<file path="config.mk">
export PLATFORM = sky130hd
export DESIGN_NAME = mult_control
export DESIGN_NICKNAME = d
export VERILOG_FILES = /design/src/rtl/mult_pkg.sv /design/src/rtl/mult_iter_counter.sv /design/src/rtl/mult_control.sv
export SDC_FILE = /design/constraint.sdc
export NUM_CORES = 1
export LEC_CHECK = 0
export ABC_AREA = 1
export CAP_MARGIN = 0
export CORE_MARGIN = 8
export CORE_UTILIZATION = 42
export CTS_CLUSTER_SIZE = 24
export DETAILED_ROUTE_END_ITERATION = 6
export PLACE_DENSITY = 0.73
export SLEW_MARGIN = 15
export SYNTH_ARGS = -nofsm -noshare
export SYNTH_HDL_FRONTEND = slang
export SYNTH_HIERARCHICAL = 1
export SYNTH_SLANG_ARGS = --single-unit
</file>
<file path="constraint.sdc">
create_clock -name Clock -period 1.5 [get_ports Clock]
set_input_delay 0.3 -clock Clock [delete_from_list [all_inputs] [get_ports Clock]]
set_output_delay 0.3 -clock Clock [all_outputs]
set_load 0.005 [all_outputs]
</file>
<file path="src/rtl/mult_pkg.sv">
// Shared definitions for the shift-add multiplier: operand width, FSM state
// encoding and the registered control word driven onto the datapath.
package mult_pkg;

  localparam int MULT_WIDTH = 32;

  typedef enum logic [1:0] {
    IDLE = 2'd0,
    LOAD = 2'd1,
    RUN  = 2'd2,
    DONE = 2'd3
  } state_t;

  // Moore control word held in registers for a given state.
  typedef struct packed {
    logic a_sel;
    logic b_sel;
    logic prod_sel;
    logic reg_en;
    logic shift_en;
    logic busy;
    logic done;
  } ctrl_t;

  // Control word that must be presented while the FSM sits in state s.
  function automatic ctrl_t ctrl_for(state_t s);
    ctrl_t c;
    c = '0;
    case (s)
      LOAD: begin
        c.a_sel    = 1'b1;
        c.b_sel    = 1'b1;
        c.prod_sel = 1'b1;
        c.reg_en   = 1'b1;
        c.busy     = 1'b1;
      end
      RUN: begin
        c.reg_en   = 1'b1;
        c.shift_en = 1'b1;
        c.busy     = 1'b1;
      end
      DONE: begin
        c.busy = 1'b1;
        c.done = 1'b1;
      end
      default: c = '0;
    endcase
    return c;
  endfunction

endpackage

</file>
<file path="src/rtl/mult_iter_counter.sv">
// Iteration counter for the multiplier RUN phase. Cleared by LOAD, advanced
// once per executed iteration, never wraps on its own.
module mult_iter_counter
  import mult_pkg::*;
#(
  parameter int WIDTH = MULT_WIDTH,
  parameter int CNT_W = $clog2(WIDTH)
) (
  input  logic             clk,
  input  logic             rst_n,
  input  logic             i_clear,
  input  logic             i_incr,
  output logic [CNT_W-1:0] o_count,
  output logic             o_last
);

  logic [CNT_W-1:0] r_count;

  // Count register: clear has priority over increment.
  always_ff @(posedge clk or negedge rst_n) begin
    // NOTE: sequential state uses non-blocking assignments so every register
    // samples the pre-edge values of its neighbours.
    if (!rst_n) begin
      r_count <= '0;
    end else if (i_clear) begin
      r_count <= '0;
    end else if (i_incr) begin
      r_count <= r_count + CNT_W'(1);
    end
  end

  assign o_count = r_count;
  assign o_last  = (r_count == CNT_W'(WIDTH - 1));

endmodule

</file>
<file path="src/rtl/mult_control.sv">
// Control FSM for the 32-bit shift-add multiplier datapath. Sequences LOAD,
// WIDTH add/shift iterations (optionally cut short once B is zero) and a
// DONE state held until the requester acknowledges the product.
module mult_control
  import mult_pkg::*;
#(
  parameter int WIDTH      = MULT_WIDTH,
  parameter bit EARLY_EXIT = 1'b0,
  parameter int CNT_W      = $clog2(WIDTH)
) (
  input  logic             Clock,
  input  logic             Reset,
  input  logic             Start,
  input  logic             iAck,
  input  logic             iB_LSB,
  input  logic             iB_Zero,
  output logic             a_sel,
  output logic             b_sel,
  output logic             prod_sel,
  output logic             Reg_Enable,
  output logic             Shift_Enable,
  output logic             oAdd_Enable,
  output logic             oBusy,
  output logic             oDone,
  output logic [CNT_W-1:0] oCount
);

  state_t r_state;
  ctrl_t  r_ctrl;

  logic w_early;
  logic w_last;
  logic w_clear;
  logic w_incr;

  // Early exit: B is already zero, so this RUN cycle does no useful work.
  assign w_early = EARLY_EXIT && (r_state == RUN) && iB_Zero;

  // The final iteration and the early-exit cycle do not advance the count,
  // so it never overflows and holds its value through DONE.
  assign w_clear = (r_state == LOAD);
  assign w_incr  = (r_state == RUN) && !w_early && !w_last;

  mult_iter_counter #(
    .WIDTH (WIDTH),
    .CNT_W (CNT_W)
  ) u_iter_counter (
    .clk     (Clock),
    .rst_n   (Reset),
    .i_clear (w_clear),
    .i_incr  (w_incr),
    .o_count (oCount),
    .o_last  (w_last)
  );

  // State register plus the control word registered for the state being entered.
  always_ff @(posedge Clock or negedge Reset) begin
    if (!Reset) begin
      r_state <= IDLE;
      r_ctrl  <= '0;
    end else begin
      // NOTE: branches that do not assign simply hold the registers; this is a
      // clocked block, so an incomplete case cannot infer a latch.
      case (r_state)
        IDLE: begin
          if (Start) begin
            r_state <= LOAD;
            r_ctrl  <= ctrl_for(LOAD);
          end
        end
        LOAD: begin
          r_state <= RUN;
          r_ctrl  <= ctrl_for(RUN);
        end
        RUN: begin
          if (w_early || w_last) begin
            r_state <= DONE;
            r_ctrl  <= ctrl_for(DONE);
          end
        end
        DONE: begin
          if (iAck) begin
            if (Start) begin
              r_state <= LOAD;
              r_ctrl  <= ctrl_for(LOAD);
            end else begin
              r_state <= IDLE;
              r_ctrl  <= ctrl_for(IDLE);
            end
          end
        end
        default: begin
          r_state <= IDLE;
          r_ctrl  <= '0;
        end
      endcase
    end
  end

  assign a_sel        = r_ctrl.a_sel;
  assign b_sel        = r_ctrl.b_sel;
  assign prod_sel     = r_ctrl.prod_sel;
  assign Reg_Enable   = r_ctrl.reg_en   && !w_early;
  assign Shift_Enable = r_ctrl.shift_en && !w_early;
  assign oAdd_Enable  = (r_state == RUN) && iB_LSB && !w_early;
  assign oBusy        = r_ctrl.busy;
  assign oDone        = r_ctrl.done;

endmodule

</file>
==> flow_metrics.tcl <==
set metrics [dict create \
    status "complete, no violations" \
    dr.pass1.iters 4 \
    crit_fanout 3 \
    rsz0062_at_grt "true" \
    numCtsBuffers 3 \
    rows 15 \
    arrival_ps 1650 \
    grt_pass1_wl_mm 2.760 \
    synth_top_family_by_area "simple AND/OR/NAND/NOR gates" \
    synth_nets 105 \
    via_per_inst 4.608 \
    n_antenna_cell 0 \
    drt_iter0_drc 20 \
    min_period_over_period_pct 99.16 \
    ir_worst_vdd_mv 1.381 \
    synth-simple-area-share_pct 34.01 \
    pin_count 19 \
    multi_input_area_um2 396.6 \
    fin_nets 140 \
    cts_tree "done" \
    cts_root_buf "clkbuf_4" \
    met3_length_um 84 \
    gp_congestion 0.7364 \
    cp-end-kind "register" \
    yosys_warnings 6 \
    cap_violations 0 \
    cpLargestDelayFamily "simple AND/OR/NAND/NOR gates" \
    r2r_cells 12 \
    final_util_pct 64.89 \
    max_freq_ghz 0.6723 \
    synthMuxAreaShare_pct 0 \
    regToRegEndpoint "u_iter_counter/o_count[3]$_DFFE_PN0P_" \
    pwr-share-comb_pct 64.1 \
    clk_latency_ps 270 \
    die_area_um2 3359 \
    yosysSeqAreaShare_pct 40.61 \
    ctsHoldBuffers 0 \
    layout_min_cycle_time_ps 1487 \
    ff_latch_area_um2 300.3 \
    start_util_pct 43.78 \
    stdcell_area_um2 1096 \
    cts_sinks 12 \
    synth_compound_area_share_pct 4.399 \
    post-route-drc-count 0 \
    critPathRequiredTime_ps 1670 \
    slew-limit-headroom_pct 87.10 \
    power_frac_seq_pct 24.2 \
    power.switching_w 0.0009085 \
    cp_slowest_cell "dfrtp_1" \
    placed_cell_area_um2 988.4 \
    wl_met2_um 765 \
    postRouteAntennaNets 0 \
    dpl.cell_count 133 \
    cp_slowest_stage_delay_ps 390 \
    core-area_um2 1689 \
    power_w 0.002174 \
    finalHoldViolations 0 \
    worstSetupPathType "register to register" \
    grt_pass1_vias 656 \
    die_h_um 57.96 \
    fin_cells 143 \
    grt_max_degree 13 \
    syn2layout_area_growth_pct 48.22 \
    clockPowerShare_pct 11.7 \
    wl_met1_um 719 \
    die_x_um 57.96 \
    fill_cells 144 \
    cp_cell_sequence "ha_2 -> nand2_1 -> nor2_1 -> ha_1 -> inv_1 -> nand2_2 -> inv_2 -> nor2_4 -> nor2_4 -> nand3_2 -> nand2_1 -> nor2_2" \
    worst_setup_path_start_kind "register" \
    clkSlewWorstSetupHoldPaths_ps 80 \
    wire_per_inst_um 11.10 \
    p_per_area_nw_per_um2 1984 \
    synth-seq-cells 12 \
    dr.max_layer_used "met4" \
    synthXorXnorAreaFrac_pct 0 \
    switching_share_pct 41.79 \
    setup_viol 0 \
    synthAdderAreaFrac_pct 11.84 \
    drv_slew 0 \
    dp_hpwl_mm 1.213 \
    worst-r2r-setup-slack_ps 10 \
    skew_ps 1.760 \
    clock_path_buffers 2 \
    overflow 0 \
    tightest_slew_ps 193.5 \
    num_vias 659 \
    antenna_found_initial 0 \
    synthCells 92 \
    finalWirelength_mm 1.587 \
    leakage_nw 0.6732 \
    portBuffers 17 \
    ys_types 17 \
    grt_use_total_pct 10.55 \
    drive_gt1_share_pct 30.16 \
    p_int_w 0.001266 \
    timing.rr.start "u_iter_counter/o_count[0]$_DFFE_PN0P_" \
    avgSynthCellArea_um2 8.038 \
    cts_max_level 1 \
    critPathBufInv 2 \
    min-delay-path-class "input pin to async pin" \
    syn_area_um2 739.5 \
]
[metrics by stage]
| step | setup TNS [ps] | hold WS (ps) | setup WS (ps) |
|---|---|---|---|
| after floorplan | 0 | 4.409 | 8.065 |
| after global placement | -133.3 | 466.6 | -133.3 |
| after detailed placement | -136.2 | 465.0 | -136.2 |
| after CTS | 0 | 319.0 | 5.548 |
| after global routing | -502.7 | 326.8 | -80.22 |
| final | 0 | 319.8 | 12.56 |
[synth_stat cells]
cell type  number  share of area [%]
nor2_1          2                1.0
nor2_8          1                2.7
nor2_2          2                1.7
a21oi_2         2                2.4
nand3_1         4                2.7
inv_2           3                1.5
nand3_2         2                2.7
nand2_2         1               0.85
a21oi_1         2                1.4
o21ai_0         1               0.68
buf_4           2                2.0
nand2_1        38                 19
nor2_4          1                1.5
ha_1            7                 12
dfrtp_1        12                 41
inv_1          11                5.6
nand2_4         1                1.5
[final cells by class]
class                   count  share of cell area [%]
well taps                  17                   1.941
clock buffers               4                   3.311
flip-flops and latches     12                   27.40
multi-input cells          64                   36.19
repair buffers             32                   26.37
inverters                  14                   4.795
[sequential cells by signal (all words and copies together) (netlist names)]
name                    flops
r_state                     2
Reg_Enable                  1
Shift_Enable                1
oBusy                       1
oDone                       1
u_iter_counter/o_count      5
b_sel                       1
[routing by layer]
metal | vias up | global-route usage, %
li1 | 346 | -
met1 | 299 | 11.34
met2 | 12 | 17.68
met3 | 2 | 3.974
met4 | 0 | 5.245
met5 | - | 0
[power groups by stage]
| stage | sequential, W | combinational, W | clock, W |
|---|---|---|---|
| after detailed placement | 0.000532 | 0.00130 | 0 |
| after global placement | 0.000524 | 0.00127 | 0 |
| after CTS | 0.000529 | 0.00131 | 0.000263 |
| final | 0.000525 | 0.00139 | 0.000255 |
| after global routing | 0.000539 | 0.00156 | 0.000288 |
| after floorplan | 0.000567 | 0.000733 | 0 |
[cell usage in the layout, fill, tap and decap left out, types with 3 or more instances in the layout]
master and count:
nand2_1 37, buf_4 15, dfrtp_1 12, inv_1 9
clkdlybuf4s50_1 9, inv_2 5, ha_1 5, dlymetal6s2s_1 5
nand3_1 4, clkbuf_4 3
[cells by family after synthesis]
logic type      Yosys count
simple gates             52
fa+ha+maj                 7
buf+inv                  16
flops                    12
compound gates            5
[how the worst max path moves through the flow]
stage | endpoint | slack [ps] | depth (start not counted) | start
2_1_floorplan | u_iter_counter/o_count[3]$_DFFE_PN0P_ | 8 | 11 | u_iter_counter/o_count[0]$_DFFE_PN0P_
3_3_place_gp | oAdd_Enable | -130 | 4 | iB_LSB
3_5_place_dp | oAdd_Enable | -140 | 4 | iB_LSB
4_1_cts | u_iter_counter/o_count[3]$_DFFE_PN0P_ | 6 | 11 | u_iter_counter/o_count[0]$_DFFE_PN0P_
5_1_grt | u_iter_counter/o_count[3]$_DFFE_PN0P_ | -80 | 12 | u_iter_counter/o_count[0]$_DFFE_PN0P_
6_report | u_iter_counter/o_count[3]$_DFFE_PN0P_ | 10 | 12 | u_iter_counter/o_count[0]$_DFFE_PN0P_
[what timing repair did]
action,in CTS,in global routing
buffers inserted,2,4
gates resized for setup,6,10
endpoints found under the hold margin,0,0
endpoints found under the setup margin,5,16
(Power assumes the default switching activity.)
